### config.mk
export PLATFORM = sky130hd
export DESIGN_NAME = systolic_ctrl_nxn
export DESIGN_NICKNAME = d
export VERILOG_FILES = /design/src/rtl/systolic_pkg.sv /design/src/rtl/systolic_skew_gen.sv /design/src/rtl/systolic_ctrl_nxn.sv
export SDC_FILE = /design/constraint.sdc
export NUM_CORES = 1
export LEC_CHECK = 0
export CORE_MARGIN = 3
export CORE_UTILIZATION = 43
export DETAILED_ROUTE_END_ITERATION = 10
export PLACE_DENSITY = 0.84
export SYNTH_ARGS = -nofsm -noshare
export SYNTH_HDL_FRONTEND = slang
export SYNTH_SLANG_ARGS = --single-unit
### constraint.sdc
create_clock -name clk -period 1.8 [get_ports clk]
set_input_delay 0.36 -clock clk [delete_from_list [all_inputs] [get_ports clk]]
set_output_delay 0.36 -clock clk [all_outputs]
set_load 0.03 [all_outputs]
### src/rtl/systolic_pkg.sv
// systolic_pkg: shared definitions for the NxN systolic-array controller.
//   - state encoding for the controller FSM
//   - skew_idx(): operand index k = t - lane and its valid flag
//   - bytes_per_elem(): result bytes emitted per accumulator
// Optional feature macro: SYSTOLIC_SAT_OUT_EN (one saturated byte per element).
package systolic_pkg;

  typedef logic [2:0] state_t;

  localparam state_t ST_IDLE    = 3'd0;
  localparam state_t ST_LOAD    = 3'd1;
  localparam state_t ST_COMPUTE = 3'd2;
  localparam state_t ST_SNAP    = 3'd3;
  localparam state_t ST_DRAIN   = 3'd4;

  typedef struct packed {
    logic [7:0] k;
    logic       vld;
  } skew_t;

  // Lane 'lane' sees operand k = t - lane; it is valid only while 0 <= k < n.
  // An invalid lane reports k = 0 so the array sees a quiet select.
  function automatic skew_t skew_idx(input int t, input int lane, input int n);
    skew_t r;
    int    k;
    k     = t - lane;
    r.vld = (k >= 0) && (k < n);
    r.k   = r.vld ? k[7:0] : 8'd0;
    return r;
  endfunction

  function automatic int bytes_per_elem(input int aw);
`ifdef SYSTOLIC_SAT_OUT_EN
    return (aw > 0) ? 1 : 1;
`else
    return aw / 8;
`endif
  endfunction

endpackage

### src/rtl/systolic_skew_gen.sv
// systolic_skew_gen: registered skewed operand selects for N lanes (rows or
// columns). The inputs describe the *next* cycle (en = next cycle is a compute
// cycle, t = its index) so the registered outputs line up with feed_valid.
// Ports:
//   clk, rst : clock, synchronous active-high reset
//   en       : next cycle is a compute cycle
//   t        : compute cycle index of the next cycle
//   sel      : per-lane k index, lane i at [i*SELW +: SELW]
//   vld      : per-lane operand valid
module systolic_skew_gen
  import systolic_pkg::*;
#(
  parameter int N    = 2,
  parameter int SELW = 1,
  parameter int TW   = 3
) (
  input  logic              clk,
  input  logic              rst,
  input  logic              en,
  input  logic [TW-1:0]     t,
  output logic [N*SELW-1:0] sel,
  output logic [N-1:0]      vld
);

  skew_t                  sk [N];
  logic [N*SELW-1:0]      sel_d;
  logic [N-1:0]           vld_d;
  logic [N*(8-SELW)-1:0]  k_hi;
  logic                   unused_k;

  always_comb begin
    sel_d = '0;
    vld_d = '0;
    k_hi  = '0;
    for (int i = 0; i < N; i++) begin
      sk[i] = skew_idx(int'(t), i, N);
      k_hi[i*(8-SELW) +: (8-SELW)] = sk[i].k[7:SELW];
      if (en) begin
        sel_d[i*SELW +: SELW] = sk[i].k[SELW-1:0];
        vld_d[i]              = sk[i].vld;
      end
    end
  end

  // k never exceeds N-1, so the bits above SELW are always zero.
  assign unused_k = ^k_hi;

  always_ff @(posedge clk) begin
    if (rst) begin
      sel <= '0;
      vld <= '0;
    end else begin
      sel <= sel_d;
      vld <= vld_d;
    end
  end

endmodule

### src/rtl/systolic_ctrl_nxn.sv
// systolic_ctrl_nxn: control unit for an NxN operand-streaming systolic array.
// Loads N*N weights then N*N inputs into operand memory, runs a 3N-2 cycle
// skewed compute phase, snapshots the accumulators and streams them out
// row-major, MSB byte first, over a valid/ready byte interface.
// Optional feature macro: SYSTOLIC_SAT_OUT_EN -- when defined, each element is
// saturated to a signed byte and emitted as a single byte.
//
// Handshakes: a byte moves on a cycle where valid && ready are both high at the
// clock edge. The producer holds data stable while valid && !ready; ready never
// depends on the same-cycle valid.
//
// Ports:
//   clk, rst                : clock, synchronous active-high reset
//   in_valid/in_ready/in_data, transpose : host operand byte stream
//   mem_we/mem_addr/mem_wdata: operand memory write port (registered)
//   clear, feed_valid       : accumulator clear / compute-phase strobe
//   a_sel/a_vld, b_sel/b_vld: skewed per-row / per-column operand selects
//   transpose_out           : latched transpose flag for B addressing
//   c_flat                  : accumulators, PE(r,c) at [(r*N+c)*AW +: AW]
//   out_valid/out_ready/out_data : result byte stream
//   done                    : pulses with the final result handshake
module systolic_ctrl_nxn
  import systolic_pkg::*;
#(
  parameter int N    = 2,
  parameter int DW   = 8,
  parameter int AW   = 16,
  parameter int SELW = ($clog2(N) < 1) ? 1 : $clog2(N),
  parameter int MAW  = $clog2(2*N*N)
) (
  input  logic              clk,
  input  logic              rst,
  input  logic              in_valid,
  output logic              in_ready,
  input  logic [DW-1:0]     in_data,
  input  logic              transpose,
  output logic              mem_we,
  output logic [MAW-1:0]    mem_addr,
  output logic [DW-1:0]     mem_wdata,
  output logic              clear,
  output logic              feed_valid,
  output logic [N*SELW-1:0] a_sel,
  output logic [N-1:0]      a_vld,
  output logic [N*SELW-1:0] b_sel,
  output logic [N-1:0]      b_vld,
  output logic              transpose_out,
  input  logic [N*N*AW-1:0] c_flat,
  output logic              out_valid,
  input  logic              out_ready,
  output logic [7:0]        out_data,
  output logic              done
);

  localparam int NN        = N * N;
  localparam int LAST_ADDR = 2 * NN - 1;
  localparam int TW        = $clog2(3 * N);
  localparam int T_LAST    = 3 * N - 3;
  localparam int BPE       = bytes_per_elem(AW);
  localparam int EW        = $clog2(NN);
  localparam int BW        = (BPE > 1) ? $clog2(BPE) : 1;

  state_t              state;
  state_t              state_next;
  logic [MAW-1:0]      load_addr;
  logic [TW-1:0]       t;
  logic [TW-1:0]       t_next;
  logic [N*N*AW-1:0]   snap;
  logic [EW-1:0]       elem_idx;
  logic [BW-1:0]       byte_idx;
  logic [AW-1:0]       elem;
  logic                hs;
  logic                load_last;
  logic                t_last;
  logic                out_hs;
  logic                byte_last;
  logic                elem_last;
  logic                drain_last;

  assign hs         = in_valid && in_ready;
  assign load_last  = (load_addr == MAW'(LAST_ADDR));
  assign t_last     = (t == TW'(T_LAST));
  assign out_hs     = (state == ST_DRAIN) && out_ready;
  assign byte_last  = (byte_idx == BW'(BPE - 1));
  assign elem_last  = (elem_idx == EW'(NN - 1));
  assign drain_last = out_hs && byte_last && elem_last;
  // The compute index counts only while in COMPUTE and restarts at 0 otherwise.
  assign t_next     = (state == ST_COMPUTE) ? t + 1'b1 : '0;

  // ---------------- FSM: state register ----------------
  always_ff @(posedge clk) begin
    if (rst) state <= ST_IDLE;
    else     state <= state_next;
  end

  // ---------------- FSM: next state ----------------
  always_comb begin
    state_next = state;
    case (state)
      ST_IDLE:    if (hs) state_next = ST_LOAD;
      ST_LOAD:    if (hs && load_last) state_next = ST_COMPUTE;
      ST_COMPUTE: if (t_last) state_next = ST_SNAP;
      ST_SNAP:    state_next = ST_DRAIN;
      ST_DRAIN:   if (drain_last) state_next = ST_IDLE;
      default:    state_next = ST_IDLE;
    endcase
  end

  // ---------------- FSM: outputs ----------------
  always_comb begin
    in_ready   = 1'b0;
    feed_valid = 1'b0;
    clear      = 1'b0;
    out_valid  = 1'b0;
    done       = 1'b0;
    case (state)
      ST_IDLE, ST_LOAD: in_ready = 1'b1;
      ST_COMPUTE: begin
        feed_valid = 1'b1;
        clear      = (t == '0);
      end
      ST_DRAIN: begin
        out_valid = 1'b1;
        done      = drain_last;
      end
      default: ;
    endcase
  end

  // ---------------- load, compute counter, snapshot, drain counters ----------------
  always_ff @(posedge clk) begin
    if (rst) begin
      load_addr     <= '0;
      mem_we        <= 1'b0;
      mem_addr      <= '0;
      mem_wdata     <= '0;
      transpose_out <= 1'b0;
      t             <= '0;
      snap          <= '0;
      elem_idx      <= '0;
      byte_idx      <= '0;
    end else begin
      mem_we <= hs;
      if (hs) begin
        mem_addr  <= load_addr;
        mem_wdata <= in_data;
        load_addr <= load_last ? '0 : load_addr + 1'b1;
      end
      if (hs && (state == ST_IDLE)) transpose_out <= transpose;
      t <= t_next;
      if (state == ST_SNAP) begin
        snap     <= c_flat;
        elem_idx <= '0;
        byte_idx <= '0;
      end else if (out_hs) begin
        if (byte_last) begin
          byte_idx <= '0;
          // Wrap to 0 after the last element so the select stays in range.
          elem_idx <= elem_last ? '0 : elem_idx + 1'b1;
        end else begin
          byte_idx <= byte_idx + 1'b1;
        end
      end
    end
  end

  // ---------------- result byte select ----------------
`ifdef SYSTOLIC_SAT_OUT_EN
  localparam logic signed [AW-1:0] SAT_MAX = AW'(127);
  localparam logic signed [AW-1:0] SAT_MIN = -AW'(128);

  always_comb begin
    elem = snap[int'(elem_idx)*AW +: AW];
    if ($signed(elem) > SAT_MAX)      out_data = 8'h7F;
    else if ($signed(elem) < SAT_MIN) out_data = 8'h80;
    else                              out_data = elem[7:0];
  end
`else
  always_comb begin
    elem     = snap[int'(elem_idx)*AW +: AW];
    // byte_idx 0 is the most significant byte of the element.
    out_data = elem[(BPE-1-int'(byte_idx))*8 +: 8];
  end
`endif

  // ---------------- skewed operand selects ----------------
  systolic_skew_gen #(.N(N), .SELW(SELW), .TW(TW)) u_row_skew (
    .clk (clk),
    .rst (rst),
    .en  (state_next == ST_COMPUTE),
    .t   (t_next),
    .sel (a_sel),
    .vld (a_vld)
  );

  systolic_skew_gen #(.N(N), .SELW(SELW), .TW(TW)) u_col_skew (
    .clk (clk),
    .rst (rst),
    .en  (state_next == ST_COMPUTE),
    .t   (t_next),
    .sel (b_sel),
    .vld (b_vld)
  );

endmodule

### Yosys cells after proc, flatten, opt, wreduce, memory -nomap -nowiden

Cells that the tools add are included.

| cells by class | value |
|---|---|
| $add $sub $neg | 6 |
| $mul | 0 |
| divide/modulo/power cells | 0 |
| $lt $le $gt $ge | 4 |
| equality and inequality tests | 8 |
| shifts and indexed selects | 2 |
| mux-type cells | 14 |
| bitwise gates (word level) | 3 |
| reductions and logical operators | 16 |

Operator list:

| operator | number |
|---|---|
| $shiftx 64x7->16 | 1 |
| $ge 32x1->1 const B | 1 |
| $lt 32x3->1 const B | 1 |
| $mux 3 | 6 |
| $shiftx 16x5->8 | 1 |
| $pmux 3 s5 | 1 |
| $eq 3x2->1 const B | 4 |
| $logic_and 1x1->1 | 8 |
| $add 3x1->3 const B | 2 |
| $eq 3x3->1 const B | 2 |
| $logic_not 3->1 | 2 |
| $mux 1 | 6 |
| $reduce_or 2->1 | 3 |
| $reduce_or 3->1 | 2 |
| $sub 3x1->4 const B | 1 |
| $eq 3x1->1 const B | 1 |
| $ge 3x1->1 const B | 1 |
| $lt 3x2->1 const B | 1 |
| $not 1->1 | 3 |
| $add 2x1->2 const B | 1 |
| $eq 2x2->1 const B | 1 |
| $mux 2 | 1 |
| $reduce_and 2->1 | 1 |
| $sub 1x1->2 const A | 1 |
| $add 1x1->1 const B | 1 |

| storage, ports and cells | value |
|---|---|
| bits in registers | 93 |
| latch bits | 0 |
| RAM bits | 0 |
| memory bits (read-only) | 0 |
| input port bits | 77 |
| output and inout port bits | 34 |
| logic and storage cells | 66 |
| memories | 0 |

### Logic depth before layout (Yosys ltp)

| depth | value |
|---|---|
| depth after elaboration | 10 |
| depth in mapped cells | 9 |
| gate-level depth less buffers | 8 |

### Cells and area by module

Synthesis repeated with hierarchy kept, for this count alone.

| unflattened totals | value |
|---|---|
| cells, all modules | 457 |
| area total of the unflattened synthesis | 4061.4 um2 |

By module, submodules not included:

| module | instances | cells an instance | area each (um2) | sequential area each (um2) |
|---|---|---|---|---|
| systolic_ctrl_nxn | 1 | 425 | 3746.1 | 1781.7 |
| systolic_skew_gen | 2 | 16 | 157.7 | 80.1 |

### Worst setup path before layout

OpenSTA, ideal clock, no wires.

| timing path | value |
|---|---|
| kind | flip-flop to output port |
| start point | reg elem_idx[0] |
| end point | out out_data[0] |
| data arrival time | 1521 ps |
| required time | 1440 ps |
| path slack | -81 ps |
| stages on the path, launching flop included | 5 |
| path buffers | 2 |
| cell sequence | dfxtp_1 > buf_4 > buf_6 > mux4_2 > mux2_2 |

| between the ends | value |
|---|---|
| longest elaborated chain between the ends | 2 |

Ends and longest elaborated chain:

| item | RTL line | RTL |
|---|---|---|
| start: declaration | systolic_ctrl_nxn.sv:68 | `logic [EW-1:0] elem_idx;` |
| start signal: assignment | systolic_ctrl_nxn.sv:158 | `elem_idx <= elem_last ? '0 : elem_idx + 1'b1;` |
| $shiftx 64x7->16 | systolic_ctrl_nxn.sv:179 | `elem = snap[int'(elem_idx)*AW +: AW];` |
| $shiftx 16x5->8 | systolic_ctrl_nxn.sv:181 | `out_data = elem[(BPE-1-int'(byte_idx))*8 +: 8];` |
| end: declaration | systolic_ctrl_nxn.sv:50 | `output logic [7:0] out_data,` |

No other way between the ends.

### Worst setup path after layout

Ends and elaborated chain as after synthesis.

==> flow_summary.json <==
{
  "syn_inst": 447,
  "cts_max_level": 3,
  "fin_tns_setup_ns": -3.14,
  "rsz0062_at_grt": "true",
  "ant_nets": 0,
  "critPathRequiredTime_ns": 1.44,
  "synth_top_area_share_pct": 46.9,
  "synthArstFlopShare_pct": 0,
  "crit_buf_inv": 2,
  "root_buffer": "clkbuf_8",
  "p_per_area_nw_per_um2": 670,
  "vias_per_cell": 5.29,
  "fin_skew_ns": 0.0135,
  "clkPwrFrac_pct": 35.5,
  "dr.pass1.iters": 5,
  "cpPeakStageDelay_ns": 0.50,
  "grt_max_degree": 67,
  "cts_hold_buf": 0,
  "top_layer": "met4",
  "port-buffer-count": 110,
  "place_inst": 639,
  "place_ws_ns": -0.714,
  "die_h_um": 102,
  "dpl.hpwl_mm": 7.20,
  "antenna_cells": 0,
  "ys.flop_type": "dfxtp_1",
  "initial_utilization_pct": 44.8,
  "fp.dieW_um": 102,
  "syn_nets": 531,
  "wire_per_inst_um": 15.7,
  "drt_iter0_drc": 192,
  "worst_slew_pin_slew_ns": 0.443,
  "grt.total_usage_pct": 19.1,
  "hold_path.class": "in2reg",
  "max_cap_violations": 0,
  "clock.fmax_ghz": 0.455,
  "post-route-util_pct": 63.7,
  "synth_edf_count": 0,
  "endpoint_kind": "primary output",
  "syn-mean-instance-area_um2": 8.87,
  "setup_violations": 9,
  "crit_type": "reg2out",
  "crit_slowest_cell": "mux4_2",
  "clk_path_buf_depth": 2,
  "power.switching_w": 0.000923,
  "power.share.combinational_pct": 9.2,
  "wl_met3_um": 922,
  "cp_max_fo": 7,
  "dieArea_um2": 10400,
  "crit_arrival_ns": 1.84,
  "fin_cells": 670,
  "vias": 3544,
  "gp_congestion": 0.825,
  "hold_viol": 0,
  "cts_buffers": 9,
  "drc_errors": 0,
  "p_total_w": 0.00378,
  "violations": "negative setup slack",
  "finalMaxSlewViolations": 0,
  "ys_warn_count": 0,
  "outcome": "complete, but fails checks",
  "wl_mm": 10.5,
  "core-area_um2": 8850,
  "start_kind": "flip-flop",
  "min_period_ns": 2.20,
  "cellLeakagePower_nw": 2.07,
  "grt_pass1_vias": 3262,
  "final_nets": 641,
  "switching_share_pct": 24.4,
  "ir_worst_vdd_mv": 0.451,
  "p_int_w": 0.00286,
  "io_pins": 111,
  "antenna_found_initial": 0,
  "synth-seq-cells": 93,
  "worst_slack_ns": -0.397,
  "clock_latency_ns": 0.37,
  "overflow": 0,
  "clk_pin_slew_ns": 0.10,
  "maxSlewHeadroom_pct": 70.5,
  "areaGrowthSynthToFinish_pct": 42.2,
  "pwr-share-seq_pct": 55.3,
  "cts_sinks": 93,
  "cp_cell_sequence": "buf_12 > mux4_2 > mux2_4 > buf_6",
  "route.layer.met1.wl_mm": 4.18,
  "synth_top_cell_by_area": "dfxtp_1",
  "rows": 34,
  "yosysSeqAreaShare_pct": 46.9,
  "timing.final.crit_share_pct": 122,
  "dr_wl_met2_mm": 5.27,
  "syn-cell-area_um2": 3970,
  "synth.area.top_cells": "dfxtp_1 (47%), nand2_1 (13%), mux4_2 (9.1%)",
  "grt_pass1_wl_mm": 15.5,
  "synth.distinct_cells": 37,
  "cpLargestDelayFamily": "multiplexers",
  "cts_tree": "done",
  "drive_above_1_share_pct": 18.1
}
==> worst paths after layout <==
path                     from            to  slack (ns)  depth (start not counted)
setup / recovery  elem_idx[0]   out_data[0]       -0.40                          4
hold / removal            rst  load_addr[1]        0.42                          2
setup reg to reg  elem_idx[0]   elem_idx[0]        0.03                          7
hold reg to reg      snap[20]      snap[20]        0.46                          2
==> repair_timing <==
action / 4_1_cts / 5_1_grt
buffers inserted: 5 / 10
resized for setup: 62 / 23
gates cloned: 0 / 1
pin swaps: 0 / 6
endpoints found under the setup margin: 13 / 17
==> flip-flops by register name (all words and copies together) (netlist names) <==
signal / count
state: 3
byte_idx: 1
transpose_out: 1
snap: 64
elem_idx: 2
u_col_skew.sel: 2
mem_we: 1
load_addr: 3
u_col_skew.vld: 2
mem_addr: 3
mem_wdata: 8
t: 3
==> placed cells by master (no fill, tap or decap), types with 3 or more instances in the layout <==
master	n
ha_1	5
nor2_1	19
inv_2	3
mux4_2	16
mux2_4	8
clkdlybuf4s50_1	95
nor3_1	3
o21ai_0	5
buf_6	14
nand2b_1	4
dfxtp_1	89
buf_4	17
dfxtp_2	3
inv_1	5
clkbuf_8	10
buf_12	7
mux2i_1	14
nand2_1	133
a21oi_1	71
inv_6	5
==> metrics by stage <==
stage	cell area, um2	hold WS (ns)
finish	5640	0.421
global route	5640	0.430
CTS	5460	0.413
detailed placement	5210	0.447
global placement	5210	0.440
floorplan	4010	0.433
==> cell type report <==
| class | instances | area, um2 |
|---|---|---|
| Clock buffer | 10 | 138 |
| Clock inverter | 6 | 51.3 |
| Fill cell | 681 | 3210 |
| Inverter | 8 | 30.0 |
| Multi-Input combinational cell | 307 | 1970 |
| Sequential cell | 93 | 1870 |
| Tap cell | 108 | 135 |
| Timing Repair Buffer | 138 | 1440 |
==> layer usage <==
layer  up-vias  GRT usage [%]
met4         0           6.26
li1       1725              -
met1      1667           24.3
met5         -              0
met2       140           30.9
met3        12           6.01
==> cells by family after synthesis <==
family | Yosys count | share of synthesized area [%]
and+or+nand+nor | 183 | 19.7
buffers and inverters | 47 | 5.55
AOI/OAI and AO/OA | 79 | 10.7
DFF | 93 | 46.9
muxes | 38 | 14.9
adders and majority gates | 7 | 2.21
==> power by group through the flow <==
stage	Sequential (W)	Combinational (W)	Clock, W
global route	0.00209	0.000371	0.00146
detailed placement	0.00214	0.000337	0
finish	0.00209	0.000348	0.00134
floorplan	0.00217	0.0000826	0
global placement	0.00214	0.000333	0
CTS	0.00209	0.000341	0.00138
==> Yosys cell counts, drive strengths merged, types with 2 or more instances <==
cell type / number
mux4: 16
nand2b: 4
dfxtp: 93
clkbuf: 16
nor2: 20
inv: 8
buf: 23
mux2: 8
a21oi: 71
nor2b: 3
and3b: 2
nand2: 134
ha: 7
or3b: 2
nand3b: 2
o21ai: 5
nor3: 4
nor4: 2
mux2i: 14
Power figures use the tool's default switching activity.
==> RTL edit (same settings) <==
The option `SYSTOLIC_SAT_OUT_EN` is turned on by a define.
--- a/src/rtl/systolic_pkg.sv
+++ b/src/rtl/systolic_pkg.sv
@@ -3,6 +3,8 @@
 //   - skew_idx(): operand index k = t - lane and its valid flag
 //   - bytes_per_elem(): result bytes emitted per accumulator
 // Optional feature macro: SYSTOLIC_SAT_OUT_EN (one saturated byte per element).
+`define SYSTOLIC_SAT_OUT_EN
+
 package systolic_pkg;
 
   typedef logic [2:0] state_t;
Formal check against the unedited RTL: same outputs for any inputs over 10 cycles, from zero or initial values and one cycle with rst high; that may be too few to reach the edited logic, so the function may still have changed.
==> RTL edit against the unedited design <==
  * The run still ends with negative setup slack left
  * Die area is 0.38% lower
  * Power is 0.83% higher
  * Routed wire length is 5.5% lower
  * Final area is 2.6% higher
  * Worst setup slack worse by 0.38 ns
  * Sequential cell count is 1 lower
  * Critical path depth is 3 higher
  * Area after synthesis is 0.41% lower
  * Highest routed layer unchanged
==> RTL edit: results (changes against the unedited design) <==
stage;metric;value;unit;change
status;outcome;finished with violations;;unchanged
status;failing checks;negative setup slack;;unchanged
place;placement-stage worst setup slack;-0.950;ns;was -0.714 ns
grt;global-route wire length before repair;16.1;mm;was 15.5 mm
clock_network;postcts setup bufs;9;;was 5
synthesis;adder-cell share of the synthesized area;2.22;%;was 2.21%
clock_network;Post-CTS Resized;76;;was 62
drt;routed vias;3539;;was 3,544
power_and_ir_drop;switching portion of total power;22.1;%;was 24.4%
cells_and_area;layout cells sized above 1;18.1;%;about the same
grt;gr usage total;19.2;%;was 19.1%
place;Final HPWL DP;7.18;mm;was 7.20 mm
timing;final setup TNS;-5.95;ns;was -3.14 ns
timing;Clock Skews;0.0148;ns;was 0.0135 ns
synthesis;compound-gate portion of the synthesized area;12.8;%;was 10.7%
cells_and_area;final antenna diode count;0;;unchanged
drt;detailed router's first-iteration violation count;140;;was 192
drt;DR WL/cell;14.5;um;was 15.7 um
power_and_ir_drop;leakage power summed over all cells;2.05;nW;was 2.07 nW
synthesis;xor-xnor portion of the synthesized cell area;0.222;%;was 0%
setup_path;R2R cell count;5;;was 7
place;GP Congestion;0.827;;was 0.825
setup_path;data arrival at the endpoint of the critical path;2.21;ns;was 1.84 ns
timing;actual transition at the worst max-transition pin;0.454;ns;was 0.443 ns
drt;DRC violation count after routing;0;;unchanged
synthesis;most instantiated cells after synthesis;sky130_fd_sc_hd__nand2_1, sky130_fd_sc_hd__dfxtp_1, sky130_fd_sc_hd__a21oi_1;;unchanged
synthesis;dominant cells by area after synthesis;sky130_fd_sc_hd__dfxtp_1, sky130_fd_sc_hd__nand2_1, sky130_fd_sc_hd__a21oi_1;;was sky130_fd_sc_hd__dfxtp_1, sky130_fd_sc_hd__nand2_1, sky130_fd_sc_hd__mux4_2
synthesis;proportion of synthesized chip area in sequential cells;46.6;%;was 46.9%
cells_and_area;final non-filler cell total;684;;was 670
grt;largest net degree at the start of global routing;66;;was 67
synthesis;Synth Flop Type;sky130_fd_sc_hd__dfxtp_1;;unchanged
synthesis;synthesized instance count;458;;was 447
hold_path;cell count of the worst hold path;2;;unchanged
power_and_ir_drop;maximum VDD drop;0.384;mV;was 0.451 mV
synthesis;share of synthesized area spent on multiplexers;11.2;%;was 14.9%
synthesis;count of different cell masters after synthesis;38;;was 37
cells_and_area;number of nets in the final layout;655;;was 641
timing;endpoints failing setup;11;;was 9
timing;fin worst setup slack;-0.774;ns;was -0.397 ns
synthesis;nets in the synthesized netlist;542;;was 531
## RTL edit: changes by cell type after synthesis, moves of 5 or more
cell | before | now
sky130_fd_sc_hd__mux2_2 | 8 | 0
sky130_fd_sc_hd__mux4_2 | 16 | 2
sky130_fd_sc_hd__buf_2 | 13 | 2
sky130_fd_sc_hd__a2bb2oi_1 | 0 | 7
sky130_fd_sc_hd__clkbuf_1 | 15 | 29
sky130_fd_sc_hd__nor2_1 | 20 | 9
sky130_fd_sc_hd__mux2i_1 | 14 | 3
sky130_fd_sc_hd__mux4_1 | 0 | 14
sky130_fd_sc_hd__o21ai_0 | 5 | 0
sky130_fd_sc_hd__nand2_1 | 134 | 158
sky130_fd_sc_hd__nand3_1 | 1 | 7
sky130_fd_sc_hd__a21oi_1 | 71 | 80
## RTL edit: layer usage
layer	GRT usage, %	wire length (um)
met1	24.6	4180
met2	32.8	5140
met3	2.59	414
met4	8.07	184
met5	0	0
## RTL edit: per-stage QoR
step	cell area [sq um]	total power [W]	utilization [%]	hold WS [ns]
2_1_floorplan	4060	0.00221	-	0.432
3_3_place_gp	5340	0.00242	60.6	0.437
3_5_place_dp	5340	0.00243	60.6	0.444
4_1_cts	5690	0.00384	64.6	0.430
5_1_grt	5780	0.00394	65.7	0.470
6_report	5780	0.00381	65.7	0.447
## RTL edit: layout make-up
| cell class | count | area (sq um) |
|---|---|---|
| inverters | 6 | 26.3 |
| clock buffers | 11 | 151 |
| flip-flops and latches | 92 | 1850 |
| repair buffers | 142 | 1470 |
| clock inverters | 5 | 60.1 |
| well taps | 108 | 135 |
| multi-input cells | 320 | 2090 |
| fillers | 692 | 3020 |
## RTL edit: final timing paths
check | slack, ns | endpoint | start
worst max-delay path | -0.77 | out_data[6] | elem_idx[1]$_SDFFE_PP0P_
worst min-delay path | 0.45 | snap[3]$_SDFFE_PP0N_ | rst
worst min register to register | 0.46 | snap[57]$_SDFFE_PP0N_ | snap[57]$_SDFFE_PP0N_
worst max register to register | 0.05 | state[0]$_SDFF_PP0_ | load_addr[0]$_SDFFE_PP0P_
## RTL edit: critical path, cell delays in order (launching register included)
cell	delay (ns)
sky130_fd_sc_hd__dfxtp_4	0.37
sky130_fd_sc_hd__buf_12	0.12
sky130_fd_sc_hd__mux4_2	0.54
sky130_fd_sc_hd__nor4_4	0.30
sky130_fd_sc_hd__nand2_2	0.10
sky130_fd_sc_hd__buf_12	0.16
sky130_fd_sc_hd__a2bb2oi_4	0.14
sky130_fd_sc_hd__buf_6	0.14
## RTL edit: power by group through the flow
stage,logic [W],registers [W],clock network (W)
finish,0.000320,0.00206,0.00143
global placement,0.000311,0.00211,0
detailed placement,0.000315,0.00211,0
floorplan,0.0000684,0.00214,0
global route,0.000342,0.00207,0.00153
CTS,0.000317,0.00206,0.00145
